[config.mk]
export PLATFORM = sky130hd
export DESIGN_NAME = fifo_wptr_full
export DESIGN_NICKNAME = d
export VERILOG_FILES = /design/src/rtl/fifo_pkg.sv /design/src/rtl/gray2bin_conv.sv /design/src/rtl/fifo_wptr_full.sv
export SDC_FILE = /design/constraint.sdc
export NUM_CORES = 1
export LEC_CHECK = 0
export CORE_MARGIN = 10
export CORE_UTILIZATION = 42
export CTS_CLUSTER_SIZE = 25
export DETAILED_ROUTE_END_ITERATION = 16
export GPL_ROUTABILITY_DRIVEN = 0
export PLACE_DENSITY_LB_ADDON = 0.3
export SYNTH_ARGS = -nofsm -noshare
export SYNTH_HDL_FRONTEND = slang
export SYNTH_SLANG_ARGS = --single-unit
[constraint.sdc]
create_clock -name CLK -period 2.85 [get_ports CLK]
set_input_delay 0.57 -clock CLK [delete_from_list [all_inputs] [get_ports CLK]]
set_output_delay 0.57 -clock CLK [all_outputs]
set_load 0.1 [all_outputs]
[src/rtl/fifo_pkg.sv]
// Shared definitions for the async FIFO pointer blocks: default sizing and
// Gray/binary conversion helpers, used by both the write-side and read-side logic.
package fifo_pkg;

  localparam int FIFO_ADDR_WIDTH = 3;
  localparam int PTR_MAX_W       = 32;

  function automatic logic [PTR_MAX_W-1:0] bin2gray(input logic [PTR_MAX_W-1:0] b);
    return b ^ (b >> 1);
  endfunction

  // Zero-extended callers decode correctly because the leading zeros XOR away.
  function automatic logic [PTR_MAX_W-1:0] gray2bin(input logic [PTR_MAX_W-1:0] g);
    logic [PTR_MAX_W-1:0] b;
    b[PTR_MAX_W-1] = g[PTR_MAX_W-1];
    for (int i = PTR_MAX_W-2; i >= 0; i--) b[i] = b[i+1] ^ g[i];
    return b;
  endfunction

endpackage

[src/rtl/gray2bin_conv.sv]
// Combinational Gray-to-binary decoder.
// Each binary bit is the XOR of all Gray bits at or above it, computed as a prefix chain from the MSB.
module gray2bin_conv #(
  parameter int W = 4
) (
  input  logic [W-1:0] gray_i,
  output logic [W-1:0] bin_o
);

  assign bin_o[W-1] = gray_i[W-1];

  for (genvar i = W-2; i >= 0; i--) begin : g_pfx
    assign bin_o[i] = bin_o[i+1] ^ gray_i[i];
  end

endmodule

[src/rtl/fifo_wptr_full.sv]
// Write-domain pointer/full controller for the async FIFO. It publishes a
// registered Gray write pointer and derives FULL, ALMOST_FULL, the fill level and OVERFLOW.
module fifo_wptr_full
  import fifo_pkg::*;
#(
  parameter int ADDR_WIDTH   = FIFO_ADDR_WIDTH,
  parameter int AFULL_THRESH = 6
) (
  input  logic                  CLK,
  input  logic                  RST_n,
  input  logic                  W_INC,
  input  logic [ADDR_WIDTH:0]   RD_PTR_SYNC,
  input  logic                  CLR_OVF,
  output logic                  W_EN,
  output logic [ADDR_WIDTH-1:0] W_ADDR,
  output logic [ADDR_WIDTH:0]   WR_PTR_GRAY,
  output logic                  FULL,
  output logic                  ALMOST_FULL,
  output logic [ADDR_WIDTH:0]   W_LEVEL,
  output logic                  OVERFLOW
);

  localparam int PW = ADDR_WIDTH + 1;
  // Full when the write pointer equals the read pointer with its top two Gray bits inverted.
  localparam logic [PW-1:0] FULL_MASK = PW'(3) << (PW - 2);

  logic [PW-1:0] wbin_q,  wbin_d;
  logic [PW-1:0] wgray_q, wgray_d;
  logic [PW-1:0] level_q, level_d;
  logic          full_q,  full_d;
  logic          afull_q, afull_d;
  logic          ovf_q,   ovf_d;
  logic [PW-1:0] rbin;
  logic          w_en;

  gray2bin_conv #(.W(PW)) u_rd_g2b (
    .gray_i (RD_PTR_SYNC),
    .bin_o  (rbin)
  );

  always_comb begin
    w_en    = W_INC & ~full_q;
    wbin_d  = wbin_q + PW'(w_en);
    wgray_d = PW'(bin2gray(PTR_MAX_W'(wbin_d)));
    full_d  = (wgray_d == (RD_PTR_SYNC ^ FULL_MASK));
    level_d = wbin_d - rbin;
    afull_d = (level_d >= PW'(AFULL_THRESH));
    ovf_d   = (ovf_q & ~CLR_OVF) | (W_INC & full_q);
  end

  always_ff @(posedge CLK) begin
    if (!RST_n) begin
      wbin_q  <= '0;
      wgray_q <= '0;
      level_q <= '0;
      full_q  <= 1'b0;
      afull_q <= 1'b0;
      ovf_q   <= 1'b0;
    end else begin
      wbin_q  <= wbin_d;
      wgray_q <= wgray_d;
      level_q <= level_d;
      full_q  <= full_d;
      afull_q <= afull_d;
      ovf_q   <= ovf_d;
    end
  end

  assign W_EN        = w_en;
  assign W_ADDR      = wbin_q[ADDR_WIDTH-1:0];
  assign WR_PTR_GRAY = wgray_q;
  assign FULL        = full_q;
  assign ALMOST_FULL = afull_q;
  assign W_LEVEL     = level_q;
  assign OVERFLOW    = ovf_q;

endmodule

After elaboration in Yosys (flattened, before gate mapping) --
Cells that the tools add are included.
Word-level totals: flip-flop bits (word level) 15, input port bits 8, output and inout bits 15, logic and storage cells 21
Cells by class: add/subtract/negate cells 2, $lt $le $gt $ge 1, eq/ne operators 1, bitwise operators 11
Operators by type and width (count):
- $add A4 B1 Y4 | 1
- $eq A4 B4 Y1 | 1
- $ge A4 B3 Y1 const B | 1
- $sub A4 B4 Y4 | 1
- $xor A4 B3 Y4 | 1
- $and A1 B1 Y1 | 3
- $xor A1 B1 Y1 | 3
- $not A1 Y1 | 2
- $not A2 Y2 | 1
- $or A1 B1 Y1 | 1

Logic depth before layout (Yosys ltp) --
word-level depth 5, gate-level depth with buffers 9, depth with buffers taken out 9

Modules after synthesis --
From an unflattened synthesis, not the netlist that was laid out.
Unflattened totals: cell total of the unflattened synthesis 69, area total of the unflattened synthesis 701.9 µm²
By module, submodules not included:
- fifo_wptr_full | times used 1, cells an instance 64, area each 651.9 µm², seq. area each 280.3 µm²
- gray2bin_conv | times used 1, cells an instance 5, area each 50.0 µm², seq. area each 0.0 µm²

Least setup slack after synthesis --
OpenSTA, ideal clock, no wires.
path kind reg2reg, start reg full_q, in the netlist FULL, end reg afull_q, in the netlist ALMOST_FULL, setup time 0.117 ns, arrival time 3.811 ns, data required time 2.733 ns, path slack -1.077 ns, stages on the path, launching flop included 9, path buffers 0, period minus slack after synthesis 3.927 ns, path through dfxtp_1 nor2b_1 ha_1 ha_1 xor2_1 ha_1 a21oi_1 xnor2_1 a22o_1
Between the ends: cells in the longest elaborated chain, start to end 5
Ends and longest elaborated chain:
- from (decl) | line fifo_wptr_full.sv:30 | logic full_q, full_d;
- from (signal assigned) | line fifo_wptr_full.sv:63 | full_q <= full_d;
- $not A1 Y1 | line fifo_wptr_full.sv:42 | w_en = W_INC & ~full_q;
- $and A1 B1 Y1 | line fifo_wptr_full.sv:42
- named net W_EN | line fifo_wptr_full.sv:14 | output logic W_EN,
- $add A4 B1 Y4 | line fifo_wptr_full.sv:43 | wbin_d = wbin_q + PW'(w_en);
- named net wbin_d[2] | line fifo_wptr_full.sv:27 | logic [PW-1:0] wbin_q, wbin_d;
- $sub A4 B4 Y4 | line fifo_wptr_full.sv:46 | level_d = wbin_d - rbin;
- $ge A4 B3 Y1 | line fifo_wptr_full.sv:47 | afull_d = (level_d >= PW'(AFULL_THRESH));
- to (signal assigned) | line fifo_wptr_full.sv:64 | afull_q <= afull_d;
- to (decl) | line fifo_wptr_full.sv:31 | logic afull_q, afull_d;
The timed path passes the listed nets, and every way through them passes these cells. A chain may end at the register's enable or synchronous reset.

Worst setup path in the final report --
start in RD_PTR_SYNC[3], end reg afull_q, in the netlist ALMOST_FULL
Between the ends: cells in the longest elaborated chain, start to end 5
Ends and longest elaborated chain:
- from (decl) | line fifo_wptr_full.sv:12 | input logic [ADDR_WIDTH:0] RD_PTR_SYNC,
- $xor A1 B1 Y1 (3 in a row) | line gray2bin_conv.sv:13 | assign bin_o[i] = bin_o[i+1] ^ gray_i[i];
- $sub A4 B4 Y4 (*) | line fifo_wptr_full.sv:46
- $ge A4 B3 Y1 (*) | line fifo_wptr_full.sv:47
Mark *: on every way between the ends. The rest lies on a longest branch, timed or not.

==> flow_summary.ini <==
[outcome]
status = finished clean

[sta]
relSlewSlack = 0.795
clock.fmax_mhz = 390
post-route-period-util = 0.900
layout_setup_ws_ps = 284
finalClockSkew_ps = 2.94
min_period_ps = 2570
worst_slew_pin_slew_ps = 306
setup_viol = 0
rsz0062_at_grt = false
finalSetupTns_ps = 0
holdWs_ps = 480
finalHoldViolations = 0
slew_viol_final = 0

[finish]
fin_nets = 109
antenna_cells = 0
drive_above_1_share = 0.269
area_growth_pct = 41.3
fill_cells = 133
final_cells = 109

[worst_setup_path]
cp_num_cells = 9
critPathRequiredTime_ps = 3020
crit_chain = clkdlybuf4s50_1, xnor2_1, xor2_1, xnor2_1, ha_1, fa_1, xor2_1, nor2_1, a22o_1
cp_max_fo = 3
rrSetupSlack_ps = 810
slowest_stage = clkdlybuf4s50_1
worstSetupStartpoint = RD_PTR_SYNC[3]
worstSetupStartpointType = input port
end_kind = register
crit_path_end = ALMOST_FULL$_SDFF_PN0_
rr_startpoint = FULL$_SDFF_PN0_
critical_path.top_delay_family = XOR/XNOR gates
r2r_cells = 8
path_class = in2reg
path_buf_inv = 1
worst_r2r_endpoint = ALMOST_FULL$_SDFF_PN0_
slowest_delay_ps = 450
crit_arrival_ps = 2740

[job]
maxCapViolations = 0

[hold_path]
worstHoldPathType = reg2reg

[global_routing]
busiest_layer = met2
antenna_found_initial = 0
grtUsageTotal = 0.0921
use_met2 = 0.162
grt_pass1_vias = 540
overflow = 0
met1_usage = 0.0869
use_met3 = 0.0343
grt_start_max_net_pins = 9
grt_first_pass_wirelength_um = 2430

[routing]
ant_nets = 0
dr.pass1.iters = 2
wl_per_cell_um = 13.6
dr.first_iter.drc_count = 5
drc = 0
vias = 506
drt_wl_total_um = 1480
via_per_inst = 4.64

[clock_network]
clk_pin_slew_ps = 80
postCtsSetupBuffers = 0
holdBufCountCts = 0
cts_resized = 0
cts_made_buffers = 3
cts.path.max_buffers = 2
clk_latency_ps = 270
tritoncts = done
htreeDepth = 1
cts_sinks = 14
cts_root_buffer = clkbuf_4

[synth]
synth_top_family_by_area = XOR/XNOR gates
ys_seq_elements = 14
synth_xor_area_frac = 0.227
syn_inst = 65
synth_simple_gate_area_frac = 0.140
syn-num-nets = 79
synth_warnings = 0
synthMuxAreaShare = 0
syn_area_per_cell_sq_um = 10.0
synth_compound_area_frac = 0.0404
synth.cell_area_sq_um = 651
ys_seq_area_frac = 0.431
yosys.area_share.adder = 0.127
yosysUniqueCellTypes = 18

[pwr]
ir_drop_mv = 0.640
total_power_uw = 751
power.density_nw_per_um2 = 816
p_leak_nw = 0.444

[floorplanning]
die_x_um = 59.4
core-area_sq_um = 1490
row_count = 14
ios = 23
start_util = 0.437
die_h_um = 59.4
dieArea_sq_um = 3520

[placement]
port_buffers = 22
dp_slack_ps = 8.85
place_hpwl_um = 1300
dp_cells = 106
## synthesized netlist by cell type
cell type	n	area [sq um]
nor2b_1	1	6.26
nor4_1	1	6.26
inv_1	6	22.5
nand3_1	1	5.00
xor2_1	6	52.6
a22o_1	1	8.76
and2_2	1	7.51
nand2b_1	1	6.26
and2_1	3	18.8
dfxtp_1	14	280
xnor2_1	9	78.8
nor2_1	7	26.3
a21oi_1	2	10.0
a21o_1	1	7.51
fa_1	1	20.0
ha_1	5	62.6
xnor2_2	1	16.3
nand2_1	4	15.0
## final cells by class
class	instances	area (sq um)	share of cell area
inverter	6	22.5	0.0245
clock buffer	3	22.5	0.0245
sequential	14	282	0.306
timing repair buffer	25	218	0.237
tap	16	20.0	0.0218
multi-input combinational	45	355	0.386
## cells in the final DEF, fill, tap and decap left out
master            n
nand2_1           4
xnor2_2           1
nand2b_1          1
nand3_1           1
a21o_1            1
nor2b_4           1
clkbuf_4          3
nor2_1            7
nor4_1            1
dfxtp_2           1
clkdlybuf4s50_1   7
and2_2            1
xnor2_1           9
a21oi_1           2
dfxtp_1          13
fa_1              1
and2_1            3
inv_1             6
buf_4            17
xor2_1            6
ha_1              5
buf_12            1
a22o_1            1
## how the worst min path moves through the flow
| stage | from | to | slack (ps) | cells past startpoint |
|---|---|---|---|---|
| 2_1_floorplan | RST_n | FULL$_SDFF_PN0_ | 690 | 2 |
| 3_3_place_gp | OVERFLOW$_SDFF_PN0_ | OVERFLOW$_SDFF_PN0_ | 460 | 2 |
| 3_5_place_dp | OVERFLOW$_SDFF_PN0_ | OVERFLOW$_SDFF_PN0_ | 480 | 2 |
| 4_1_cts | OVERFLOW$_SDFF_PN0_ | OVERFLOW$_SDFF_PN0_ | 490 | 2 |
| 5_1_grt | OVERFLOW$_SDFF_PN0_ | OVERFLOW$_SDFF_PN0_ | 530 | 2 |
| 6_report | OVERFLOW$_SDFF_PN0_ | OVERFLOW$_SDFF_PN0_ | 480 | 2 |
## through the flow
stage,util,instance area [sq um]
after floorplan,-,659
final,0.618,920
after detailed placement,0.603,897
after CTS,0.618,920
after global routing,0.618,920
after global placement,0.603,897
## registers in the layout (all words and copies together) (netlist names)
register / count
OVERFLOW: 1
WR_PTR_GRAY: 3
ALMOST_FULL: 1
W_LEVEL: 4
wbin_q: 4
FULL: 1
## kinds of logic (layout without fill, tap and decap cells)
family,Yosys count,after routing
flip-flops,14,14
AND/OR/NAND/NOR,19,19
AO/OA/AOI/OAI,4,4
XOR/XNOR,16,16
buffers and inverters,6,34
adder cells (fa/ha/maj),6,6
## power breakdown
part / internal [mW] / total (mW) / switching (mW)
clock: 0.0489 / 0.109 / 0.0597
sequential: 0.224 / 0.234 / 0.00972
combinational: 0.112 / 0.408 / 0.296
total: 0.385 / 0.751 / 0.366
## per-layer routing
layer / up-vias / routed length, um
met5: - / 0
met4: 0 / 25
met3: 4 / 73
met2: 12 / 828
met1: 230 / 554
li1: 260 / -
## tightest hold or removal path, stage by stage (launching register included)
cell and delay (ps):
dfxtp_1 320, nand2b_1 70, a21oi_1 50
(Power assumes the default switching activity.)
